## src/rtl/uart_pkg.sv

```systemverilog
// rtl/uart_pkg.sv - shared types and constants for the UART transmit path
package uart_pkg;

    localparam int UART_DATA_BITS = 8;

    typedef enum logic [2:0] {
        IDLE   = 3'd0,
        START  = 3'd1,
        DATA   = 3'd2,
        PARITY = 3'd3,
        STOP   = 3'd4
    } uart_tx_state_e;

endpackage

```

## src/rtl/uart_baud_cnt.sv

```systemverilog
// rtl/uart_baud_cnt.sv - bit-period counter with latched divisor and divisor-of-0 clamp
module uart_baud_cnt #(
    parameter int DATA_WIDTH = 32
) (
    input  logic                  clk_i,
    input  logic                  arst_ni,
    input  logic                  load,
    input  logic                  active,
    input  logic [DATA_WIDTH-1:0] divisor,
    output logic                  bit_done
);

    logic [DATA_WIDTH-1:0] div_q;
    logic [DATA_WIDTH-1:0] cnt_q;

    assign bit_done = active && (cnt_q == (div_q - DATA_WIDTH'(1)));

    // The divisor is captured only on load so register writes mid-frame cannot stretch a bit.
    always_ff @(posedge clk_i or negedge arst_ni) begin
        if (!arst_ni) begin
            div_q <= '0;
            cnt_q <= '0;
        end else if (load) begin
            div_q <= (divisor == '0) ? DATA_WIDTH'(1) : divisor;
            cnt_q <= '0;
        end else if (bit_done) begin
            cnt_q <= '0;
        end else if (active) begin
            cnt_q <= cnt_q + DATA_WIDTH'(1);
        end
    end

endmodule

```

## src/rtl/uart_tx_serializer.sv

```systemverilog
// rtl/uart_tx_serializer.sv - UART TX frame serializer; parity support under UART_TX_PARITY_EN
module uart_tx_serializer
    import uart_pkg::*;
#(
    parameter int DATA_WIDTH = 32
) (
    input  logic                  clk_i,
    input  logic                  arst_ni,
    input  logic                  clk_en_i,
    input  logic [DATA_WIDTH-1:0] clk_div_i,
    input  logic                  cfg_parity_en_i,
    input  logic                  cfg_parity_type_i,
    input  logic                  cfg_stop_bits_i,
    input  logic [7:0]            data_i,
    input  logic                  data_valid_i,
    output logic                  data_ready_o,
    output logic                  tx_o,
    output logic                  busy_o
);

    localparam logic [2:0] LAST_BIT = 3'(UART_DATA_BITS - 1);

    uart_tx_state_e state_q, state_d;
    logic [7:0]     shift_q, shift_d;
    logic [2:0]     bit_idx_q, bit_idx_d;
    logic           stop2_q, stop2_d;
    logic           stop_idx_q, stop_idx_d;
    logic           tx_q, tx_d;
    logic           bit_done;
    logic           last_stop;
    logic           accept;

`ifdef UART_TX_PARITY_EN
    logic par_en_q, par_en_d;
    logic parity_q, parity_d;
`else
    logic unused_parity_cfg;
    assign unused_parity_cfg = cfg_parity_en_i ^ cfg_parity_type_i;
`endif

    assign last_stop    = (state_q == STOP) && bit_done && (!stop2_q || stop_idx_q);
    assign data_ready_o = clk_en_i && ((state_q == IDLE) || last_stop);
    assign accept       = data_ready_o && data_valid_i;
    assign tx_o         = tx_q;
    assign busy_o       = (state_q != IDLE);

    uart_baud_cnt #(
        .DATA_WIDTH (DATA_WIDTH)
    ) u_baud_cnt (
        .clk_i    (clk_i),
        .arst_ni  (arst_ni),
        .load     (accept),
        .active   (state_q != IDLE),
        .divisor  (clk_div_i),
        .bit_done (bit_done)
    );

    always_comb begin
        state_d    = state_q;
        shift_d    = shift_q;
        bit_idx_d  = bit_idx_q;
        stop2_d    = stop2_q;
        stop_idx_d = stop_idx_q;
`ifdef UART_TX_PARITY_EN
        par_en_d   = par_en_q;
        parity_d   = parity_q;
`endif
        case (state_q)
            START: begin
                if (bit_done) begin
                    state_d   = DATA;
                    bit_idx_d = '0;
                end
            end
            DATA: begin
                if (bit_done) begin
                    shift_d = {1'b0, shift_q[7:1]};
                    if (bit_idx_q == LAST_BIT) begin
                        bit_idx_d  = '0;
                        stop_idx_d = 1'b0;
`ifdef UART_TX_PARITY_EN
                        state_d    = par_en_q ? PARITY : STOP;
`else
                        state_d    = STOP;
`endif
                    end else begin
                        bit_idx_d = bit_idx_q + 3'd1;
                    end
                end
            end
`ifdef UART_TX_PARITY_EN
            PARITY: begin
                if (bit_done) begin
                    state_d    = STOP;
                    stop_idx_d = 1'b0;
                end
            end
`endif
            STOP: begin
                if (last_stop) begin
                    state_d = IDLE;
                end else if (bit_done) begin
                    stop_idx_d = 1'b1;
                end
            end
            default: ;
        endcase

        // An accept on the final stop cycle overrides the return to IDLE.
        if (accept) begin
            state_d    = START;
            shift_d    = data_i;
            bit_idx_d  = '0;
            stop2_d    = cfg_stop_bits_i;
            stop_idx_d = 1'b0;
`ifdef UART_TX_PARITY_EN
            par_en_d   = cfg_parity_en_i;
            parity_d   = (^data_i) ^ cfg_parity_type_i;
`endif
        end

        // tx is registered, so it is decoded from the next state.
        tx_d = 1'b1;
        case (state_d)
            START:  tx_d = 1'b0;
            DATA:   tx_d = shift_d[0];
`ifdef UART_TX_PARITY_EN
            PARITY: tx_d = parity_d;
`endif
            default: tx_d = 1'b1;
        endcase
    end

    always_ff @(posedge clk_i or negedge arst_ni) begin
        if (!arst_ni) begin
            state_q    <= IDLE;
            shift_q    <= '0;
            bit_idx_q  <= '0;
            stop2_q    <= 1'b0;
            stop_idx_q <= 1'b0;
            tx_q       <= 1'b1;
        end else begin
            state_q    <= state_d;
            shift_q    <= shift_d;
            bit_idx_q  <= bit_idx_d;
            stop2_q    <= stop2_d;
            stop_idx_q <= stop_idx_d;
            tx_q       <= tx_d;
        end
    end

`ifdef UART_TX_PARITY_EN
    always_ff @(posedge clk_i or negedge arst_ni) begin
        if (!arst_ni) begin
            par_en_q <= 1'b0;
            parity_q <= 1'b0;
        end else begin
            par_en_q <= par_en_d;
            parity_q <= parity_d;
        end
    end
`endif

endmodule

```

## config.mk

```make
export PLATFORM = sky130hd
export DESIGN_NAME = uart_tx_serializer
export DESIGN_NICKNAME = d
export VERILOG_FILES = /design/src/rtl/uart_pkg.sv /design/src/rtl/uart_baud_cnt.sv /design/src/rtl/uart_tx_serializer.sv
export SDC_FILE = /design/constraint.sdc
export NUM_CORES = 1
export LEC_CHECK = 0
export ABC_AREA = 1
export CORE_MARGIN = 2
export CORE_UTILIZATION = 59
export CTS_CLUSTER_DIAMETER = 100
export DETAILED_ROUTE_END_ITERATION = 8
export GPL_TIMING_DRIVEN = 0
export PLACE_DENSITY_LB_ADDON = 0.25
export SETUP_SLACK_MARGIN = 0.2
export SYNTH_ARGS = -nofsm -noshare
export SYNTH_HDL_FRONTEND = slang
export SYNTH_SLANG_ARGS = --single-unit
```

## constraint.sdc

```tcl
create_clock -name clk_i -period 3.1 [get_ports clk_i]
set_input_delay 0.31 -clock clk_i [delete_from_list [all_inputs] [get_ports clk_i]]
set_output_delay 0.31 -clock clk_i [all_outputs]
set_load 0.05 [all_outputs]
```

==> results of run 1 <==
[cell usage after synthesis]
cell type / n / area (sq um)
nand2_1: 268 / 1010
inv_1: 125 / 469
nor2_1: 124 / 465
dfrtp_1: 80 / 2000
nand3_1: 70 / 350
xor2_1: 48 / 420
o21ai_0: 39 / 195
nand4_1: 28 / 175
o21ai_1: 24 / 120
nor3_1: 20 / 100
clkbuf_1: 10 / 37.5
nor2_2: 9 / 56.3
xnor2_1: 8 / 70.1
buf_2: 7 / 35.0
buf_6: 7 / 78.8
nand2_2: 6 / 37.5
nand3b_1: 6 / 45.0
a21oi_1: 5 / 25.0
nor4_1: 5 / 31.3
ha_1: 4 / 50.1
o21bai_1: 4 / 30.0
nand2_4: 3 / 33.8
nor2_8: 3 / 60.1
a31oi_1: 2 / 12.5
inv_2: 2 / 7.51
nand3_2: 2 / 20.0
nor2_4: 2 / 22.5
a22oi_1: 1 / 7.51
a41oi_1: 1 / 8.76
and2_1: 1 / 6.26
dfstp_2: 1 / 26.3
nor3_2: 1 / 10.0
nor3b_1: 1 / 7.51
nor4_2: 1 / 12.5
o21ai_2: 1 / 8.76
[worst paths after layout]
check,start,end
min in group clk_i,data_i[7],shift_q[7]
worst min register to register,bit_idx_q[1],bit_idx_q[1]
max in group asynchronous,arst_ni,u_baud_cnt.div_q[6]
worst max register to register,u_baud_cnt.div_q[1],u_baud_cnt.cnt_q[14]
worst min-delay path,arst_ni,u_baud_cnt.cnt_q[22]
worst max-delay path,u_baud_cnt.div_q[1],data_ready_o
[cells by family (layout without fill, tap and decap cells)]
group | after synthesis | in the layout | share of synthesized area (%)
AND/OR/NAND/NOR | 550 | 550 | 40.4
buffers and inverters | 151 | 237 | 10.4
flip-flops | 81 | 81 | 33.6
AO/OA/AOI/OAI | 77 | 77 | 6.75
XOR/XNOR | 56 | 56 | 8.11
adder cells (fa/ha/maj) | 4 | 4 | 0.828
[area by class of cell]
type	instances	area, sq um
multi-input combinational	687	3750
fill	709	2240
sequential	81	2030
timing repair buffer	70	739
inverter	127	482
buffer	24	234
tap	133	166
clock buffer	11	131
clock inverter	5	80.1
[sequential cells by signal (all words and copies together), names as in the netlist]
register,cells
stop_idx_q,1
bit_idx_q,3
state_q,3
u_baud_cnt.cnt_q,32
tx_o,1
shift_q,8
stop2_q,1
u_baud_cnt.div_q,32
[power groups by stage]
stage / combinational, uW / sequential [uW] / clock, uW
finish: 2580 / 1230 / 857
global placement: 2220 / 1230 / 0
global route: 2910 / 1230 / 892
detailed placement: 2260 / 1230 / 0
floorplan: 1780 / 1210 / 0
CTS: 2410 / 1210 / 851
[layer usage]
layer  track usage (%)  part of all wire [%]  routed length [microns]  vias up
met5                 0                     0                        0        -
met4              9.05                   3.8                      692        0
met3              3.59                   9.3                     1710       72
met2              48.8                    46                     8430      349
met1              43.6                    41                     7570     2957
li1                  -                     -                        -     3062
[worst max-delay path, stage by stage (launching register included)]
cell     delay, ps
dfrtp_2        470
inv_2           70
ha_4           270
inv_2           30
nand2_2         60
nand2_2         60
nor2_4         100
nand2_2         60
nor2_2         120
nand2_1         60
nor2_1         120
nand2_1         60
nor2_1         110
nand2_1         90
nor2_4         180
nand3_4        110
a21oi_4        160
buf_6          130
buf_8          130
[repair_timing]
| item | CTS | global route |
|---|---|---|
| pin swaps | 16 | 17 |
| buffers inserted | 11 | 6 |
| hold buffers | 1 | 0 |
| endpoints found under the setup margin | 77 | 77 |
| resized for setup | 40 | 128 |
| endpoints found under the hold margin | 26 | 0 |
| cloned | 0 | 4 |
[per-stage QoR]
step | instances | setup slack [ps] | utilization, % | area (sq um)
2_1_floorplan | 919 | 453 | - | 6040
4_1_cts | 1128 | 82.4 | 72.2 | 7130
6_report | 1138 | 19.6 | 77.2 | 7620
5_1_grt | 1138 | -110 | 77.2 | 7620
3_5_place_dp | 1100 | -772 | 68.0 | 6710
3_3_place_gp | 1099 | -1100 | 67.7 | 6680
==> flow_metrics.py, run 1 <==
metrics = {
    "run_status": {
        "status": "complete, no violations",
    },
    "job": {
        "drv_cap": 0,
    },
    "final_layout": {
        "fin_nets": 1051,
        "area_growth_pct": 26.1,
        "diodes": 0,
        "final_common_cell": "nand2_1",
        "final_cell_mix": "nand2_1 (238), inv_1 (120), nor2_1 (108), dfrtp_1 (76), nand3_1 (51)",
        "drive_gt1_share_pct": 16.7,
    },
    "power": {
        "power_frac_clock_pct": 18.4,
        "p_total_uw": 4670,
        "peakVddDrop_uv": 402,
        "power.leakage_uw": 0.00384,
        "power.internal_uw": 2500,
        "p_sw_uw": 2170,
        "power.density_nw_per_um2": 612,
        "p_seq_share_pct": 26.3,
        "p_comb_share_pct": 55.4,
        "swShare_pct": 46.5,
    },
    "synthesis": {
        "synth_warnings": 0,
        "seq_area_frac_synth_pct": 33.6,
        "ys_ff_latch": 81,
        "syn-mean-instance-area_sq_um": 6.58,
        "synthDistinctLibCells": 35,
        "syn_nets": 970,
        "synthCells": 919,
        "netlist_area_sq_um": 6040,
    },
    "timing": {
        "drv_slew": 0,
        "hold_viol": 0,
        "holdWs_ps": 403,
        "finalSetupViolCount": 0,
        "tns_ps": 0,
        "worst_pin_slew_ps": 664,
        "max_freq_mhz": 325,
        "slew_headroom_pct": 55.3,
        "period_needed_ps": 3080,
        "rsz0062_at_grt": "true",
        "skew_ps": 11.2,
        "min_period_over_period_pct": 99.4,
    },
    "clocking": {
        "cts_tree": "yes",
        "cts_max_level": 3,
        "insertion_delay_ps": 370,
        "cts-buffers-inserted": 9,
        "max-clock-path-buffers": 2,
        "clock_sinks": 81,
        "cts.clk_slew.worst_paths_ps": 90,
        "cts-root-buf": "clkbuf_8",
    },
    "grt": {
        "first_global_vias": 5761,
        "grt_max_degree": 55,
        "gr-usage-all-layers_pct": 30.5,
        "grt_pass1_wl_mm": 26.9,
        "gr-total-overflow": 0,
        "antenna_found_initial": 0,
    },
    "floorplanning": {
        "io_pins": 50,
        "die_width_microns": 105,
        "initial_core_util_pct": 61.3,
        "dieArea_sq_um": 11100,
        "die_h_microns": 105,
        "rows": 36,
        "core_area_sq_um": 9860,
    },
    "critical_path": {
        "end_kind": "output port",
        "reg2reg_depth": 24,
        "crit_path_max_fanout": 3,
        "crit_arrival_ps": 2770,
        "path_class": "flip-flop to output port",
        "cp-start-kind": "flip-flop",
        "ff2ff_setup_slack_ps": 60,
        "required_ps": 2790,
    },
    "drt": {
        "drtAntennaViolNets": 0,
        "drc": 0,
        "vias": 6440,
        "drtIter0Drc": 683,
        "wire_per_inst_microns": 16.2,
        "routed_wl_mm": 18.4,
        "drtPass1Iterations": 8,
        "vias_per_cell": 5.66,
    },
    "placement": {
        "gp_congestion": 0.933,
        "portBuffers": 47,
        "place_hpwl_mm": 12.6,
    },
    "worst_hold_path": {
        "min_path_type": "input pin to asynchronous set/reset pin",
    },
}
(Power assumes the default switching activity.)
==> run 2: changes to the inputs <==
- clock period: 3.1 -> 3.2 ns (I/O delays scaled with it)
==> flow_metrics.py, run 2 (same netlist as run 1, synthesis figures left out) <==
metrics = {
    "critical_path": {
        "crit_arrival_ps": 2720,
        "crit_path_max_fanout": 4,
        "path_buf_inv": 4,
        "cp_slowest_cell": "dfrtp_2",
        "path_cells": "buf_12, nor2_8, nand2_1, nor2_4, nand2_2, inv_1, nand3_1, nand2_1, nand2_1, nor2_1, nand2_1, nor2_4, nand3_4, a21oi_4, buf_6, buf_8",
        "reg2reg_to": "u_baud_cnt.cnt_q[13]",
        "cp-start-kind": "flip-flop",
        "max_stage_delay_ps": 460,
        "cp_top_family": "simple AND/OR/NAND/NOR gates",
        "ff2ff_setup_slack_ps": 290,
        "reg2reg_depth": 21,
        "path_class": "flip-flop to output port",
        "required_ps": 2880,
        "cpMostUsedCell": "nand2_1",
        "end_kind": "output port",
        "r2r-start": "u_baud_cnt.div_q[1]",
    },
    "clocking": {
        "cts.clk_slew.worst_paths_ps": 90,
        "insertion_delay_ps": 360,
        "max-clock-path-buffers": 2,
        "cts-buffers-inserted": 9,
        "cts_tree": "yes",
        "cts_max_level": 3,
        "clock_sinks": 81,
        "cts-root-buf": "clkbuf_8",
    },
    "placement": {
        "dpl_cell_area_sq_um": 6710,
        "dpl.cell_count": 1100,
        "place_hpwl_mm": 12.6,
        "portBuffers": 47,
        "gp_congestion": 0.933,
    },
    "grt": {
        "antenna_found_initial": 0,
        "gr-total-overflow": 0,
        "grt_max_degree": 55,
        "gr-usage-all-layers_pct": 30.5,
        "grt_pass1_wl_mm": 26.9,
        "first_global_vias": 5730,
    },
    "drt": {
        "wire_per_inst_microns": 14.8,
        "vias_per_cell": 5.47,
        "drtPass1Iterations": 5,
        "routed_wl_mm": 16.9,
        "drc": 0,
        "drtAntennaViolNets": 0,
        "drtIter0Drc": 607,
        "vias": 6221,
    },
    "final_layout": {
        "drive_gt1_share_pct": 12.9,
        "top_regs": "u_baud_cnt.cnt_q (32), u_baud_cnt.div_q (32), shift_q (8)",
        "diodes": 0,
        "final_common_cell": "nand2_1",
        "fin_area_sq_um": 7330,
        "final_cell_mix": "nand2_1 (252), inv_1 (121), nor2_1 (107), dfrtp_1 (75), nand3_1 (68)",
        "area_growth_pct": 21.2,
        "fin_nets": 1051,
        "fin_cells": 1138,
    },
    "run_status": {
        "status": "complete, no violations",
    },
    "timing": {
        "rsz0062_at_grt": "true",
        "max_freq_mhz": 329,
        "hold_viol": 0,
        "worst_pin_slew_ps": 648,
        "drv_slew": 0,
        "skew_ps": 10.5,
        "min_period_over_period_pct": 94.9,
        "finalSetupViolCount": 0,
        "period_needed_ps": 3040,
        "slew_headroom_pct": 56.4,
    },
    "power": {
        "power_frac_clock_pct": 18.0,
        "p_seq_share_pct": 25.9,
        "p_comb_share_pct": 56.1,
        "power.leakage_uw": 0.00372,
        "swShare_pct": 46.4,
        "p_total_uw": 4560,
        "power.density_nw_per_um2": 622,
        "p_sw_uw": 2120,
        "power.internal_uw": 2440,
        "peakVddDrop_uv": 387,
    },
    "floorplanning": {
        "die_width_microns": 105,
        "initial_core_util_pct": 61.3,
        "die_h_microns": 105,
        "rows": 36,
        "core_area_sq_um": 9860,
        "dieArea_sq_um": 11100,
        "io_pins": 50,
    },
    "job": {
        "drv_cap": 0,
    },
    "worst_hold_path": {
        "min_path_type": "input pin to asynchronous set/reset pin",
    },
}
==> run 2: final cells by class <==
cell class	count	area, sq um
Inverter	127	479
Sequential cell	81	2030
Clock inverter	5	80.1
Multi-Input combinational cell	687	3570
Tap cell	133	166
Clock buffer	11	131
Fill cell	795	2540
Timing Repair Buffer	70	692
Buffer	24	171
==> run 2: worst reg2reg max path, delay by kind of cell, from the launching register on <==
family,cells,cell delay (ps)
AND/OR/NAND/NOR,15,1650
buffers and inverters,5,580
flip-flops,1,460
AO/OA/AOI/OAI,1,90
==> run 2: how the worst max path moves through the flow <==
stage | to | from | depth (start not counted) | slack, ps
2_1_floorplan | data_ready_o | u_baud_cnt.div_q[0] | 13 | 540
3_3_place_gp | u_baud_cnt.div_q[5] | arst_ni | 1 | -1010
3_5_place_dp | data_ready_o | u_baud_cnt.div_q[0] | 16 | -680
4_1_cts | data_ready_o | u_baud_cnt.div_q[1] | 16 | 170
5_1_grt | data_ready_o | u_baud_cnt.div_q[0] | 16 | 50
6_report | data_ready_o | u_baud_cnt.div_q[1] | 16 | 160
==> run 2: what timing repair did <==
| item | CTS | global route |
|---|---|---|
| endpoints found under the hold margin | 26 | 0 |
| gates resized for setup | 38 | 56 |
| gates cloned | 0 | 2 |
| pin swaps | 16 | 20 |
| endpoints found under the setup margin | 72 | 76 |
| hold buffers | 1 | 0 |
| buffers inserted | 9 | 10 |
==> run 2: per-stage QoR <==
step                TNS, ps  hold slack (ps)  setup slack, ps  utilization (%)
floorplan                 0             24.4              543                -
global placement     -81120              466            -1010             67.7
detailed placement     -682              269             -682             68.0
CTS                       0              428              172             72.0
global route              0              456             48.2             74.3
finish                    0              421              163             74.3
==> run 2: power groups by stage <==
stage	Combinational [uW]	Clock [uW]	Sequential, uW
after floorplan	1720	0	1170
after global placement	2150	0	1190
after detailed placement	2190	0	1190
after CTS	2330	824	1180
after global routing	2870	863	1190
final	2560	823	1180
==> run 2: per-layer routing <==
metal,vias to the layer above,GRT usage (%),part of all wire [%]
met1,2874,43.6,43
met5,-,0,0
li1,3052,-,-
met2,269,49.3,46
met3,26,3.34,8.4
met4,0,8.29,2.1
==> run 3: changes to the inputs <==
- CORE_MARGIN: 2 -> 3
- CORE_UTILIZATION: 59 -> 32
==> flow_metrics.py, run 3 (same netlist as run 1, synthesis figures left out) <==
metrics = {
    "clocking": {
        "clock_sinks": 81,
        "cts-root-buf": "clkbuf_16",
        "cts.clk_slew.worst_paths_ps": 60,
        "cts-buffers-inserted": 9,
        "insertion_delay_ps": 350,
        "max-clock-path-buffers": 2,
        "cts_max_level": 3,
        "cts_tree": "yes",
    },
    "power": {
        "power.density_nw_per_um2": 625,
        "p_sw_uw": 2200,
        "power.leakage_uw": 0.00379,
        "p_seq_share_pct": 25.0,
        "peakVddDrop_uv": 300,
        "power.internal_uw": 2560,
        "p_comb_share_pct": 54.2,
        "power_frac_clock_pct": 20.8,
        "swShare_pct": 46.2,
    },
    "timing": {
        "max_freq_mhz": 337,
        "period_needed_ps": 2970,
        "min_period_over_period_pct": 92.7,
        "drv_slew": 0,
        "hold_viol": 0,
        "rsz0062_at_grt": "true",
        "slew_headroom_pct": 39.6,
        "timing.final.ws_setup_ps": 234,
        "skew_ps": 8.92,
        "worst_pin_slew_ps": 898,
        "finalSetupViolCount": 0,
    },
    "placement": {
        "dpl_worst_slack_ps": -748,
        "place_hpwl_mm": 14.1,
        "portBuffers": 47,
        "dpl_cell_area_sq_um": 6830,
        "gp_congestion": 0.871,
    },
    "run_status": {
        "status": "complete, no violations",
    },
    "final_layout": {
        "drive_gt1_share_pct": 13.8,
        "fin_nets": 1055,
        "fin_util_pct": 41.7,
        "area_growth_pct": 26.1,
        "fin_area_sq_um": 7620,
        "final_common_cell": "nand2_1",
        "top_regs": "u_baud_cnt.cnt_q (32), u_baud_cnt.div_q (32), shift_q (8)",
        "diodes": 0,
        "nFillCells": 1942,
        "final_cell_mix": "nand2_1 (259), inv_1 (122), nor2_1 (100), dfrtp_1 (70), nand3_1 (68)",
    },
    "grt": {
        "gr-usage-all-layers_pct": 18.0,
        "grt_max_degree": 48,
        "antenna_found_initial": 0,
        "gr-total-overflow": 0,
        "first_global_vias": 5614,
        "grt_pass1_wl_mm": 29.1,
    },
    "critical_path": {
        "crit_path_max_fanout": 6,
        "end_kind": "output port",
        "path_class": "flip-flop to output port",
        "required_ps": 2880,
        "crit_arrival_ps": 2650,
        "cp-start-kind": "flip-flop",
    },
    "drt": {
        "drtPass1Iterations": 5,
        "drtAntennaViolNets": 0,
        "wire_per_inst_microns": 14.8,
        "drc": 0,
        "vias": 5971,
        "vias_per_cell": 4.82,
        "drtIter0Drc": 478,
        "dr_wl_met3_microns": 686,
        "met1Wirelength_mm": 8.88,
        "routed_wl_mm": 18.4,
        "top_layer": "met4",
        "met2_length_mm": 8.59,
    },
    "floorplanning": {
        "dieArea_sq_um": 20600,
        "rows": 49,
        "die_width_microns": 143,
        "io_pins": 50,
        "core_area_sq_um": 18300,
        "initial_core_util_pct": 33.1,
        "die_h_microns": 143,
    },
    "worst_hold_path": {
        "min_path_type": "input pin to asynchronous set/reset pin",
    },
    "job": {
        "drv_cap": 0,
    },
}
==> run 3: final cells by class <==
cell class                      instances  area, sq um  area share (%)
Multi-Input combinational cell        687         3600            47.3
Sequential cell                        81         2040            26.8
Timing Repair Buffer                   74          748            9.82
Inverter                              127          479            6.29
Tap cell                              229          287            3.76
Clock buffer                           12          246            3.23
Buffer                                 24          189            2.48
Clock inverter                          4         28.8           0.378
==> run 3: through the flow <==
step	cells	hold slack, ps	setup TNS, ps	power [uW]
3_3_place_gp	1195	468	-101570	3440
3_5_place_dp	1196	316	-748	3450
5_1_grt	1238	505	0	5160
2_1_floorplan	919	24.4	0	2890
6_report	1238	475	0	4760
4_1_cts	1225	484	0	4610
==> run 3: layer usage <==
layer / track usage [%] / up-vias
met1: 25.8 / 2777
met4: 5.15 / 0
met2: 28.5 / 109
li1: - / 3070
met3: 2.56 / 15
met5: 0 / -
==> run 3: power by group through the flow <==
| stage | Combinational (uW) | Clock (uW) | Sequential, uW |
|---|---|---|---|
| detailed placement | 2250 | 0 | 1200 |
| CTS | 2420 | 1010 | 1190 |
| global route | 2910 | 1050 | 1200 |
| finish | 2580 | 989 | 1190 |
| floorplan | 1720 | 0 | 1170 |
| global placement | 2240 | 0 | 1200 |
==> run 3: what timing repair did <==
action | 4_1_cts | 5_1_grt
buffers inserted | 12 | 11
pin swaps | 11 | 12
hold buffers | 1 | 0
gates resized for setup | 48 | 55
endpoints found under the setup margin | 75 | 76
gates cloned | 0 | 2
hold endpoints to repair | 34 | 0
==> run 3: worst paths after layout <==
check	from	to	slack (ps)	cells after the start
setup / recovery	u_baud_cnt.div_q[1]	data_ready_o	230	14
hold / removal	arst_ni	u_baud_cnt.cnt_q[30]	470	2
setup reg to reg	u_baud_cnt.div_q[1]	u_baud_cnt.cnt_q[25]	360	19
hold reg to reg	bit_idx_q[2]	bit_idx_q[2]	480	2
max in group asynchronous	arst_ni	tx_o	2080	3
min in group clk_i	bit_idx_q[2]	bit_idx_q[2]	480	2
==> run 3: worst max-delay path, cell delays in order (launching register included) <==
cell and delay (ps):
dfrtp_2 430, buf_12 140, nor2_8 120, nand2_4 90, nor2_8 180, buf_6 140
nand3_1 80, xnor2_1 160, nor2_1 130, nand3_2 110, nor2_4 180, nand3_4 110
a21oi_4 160, buf_6 130, buf_8 140
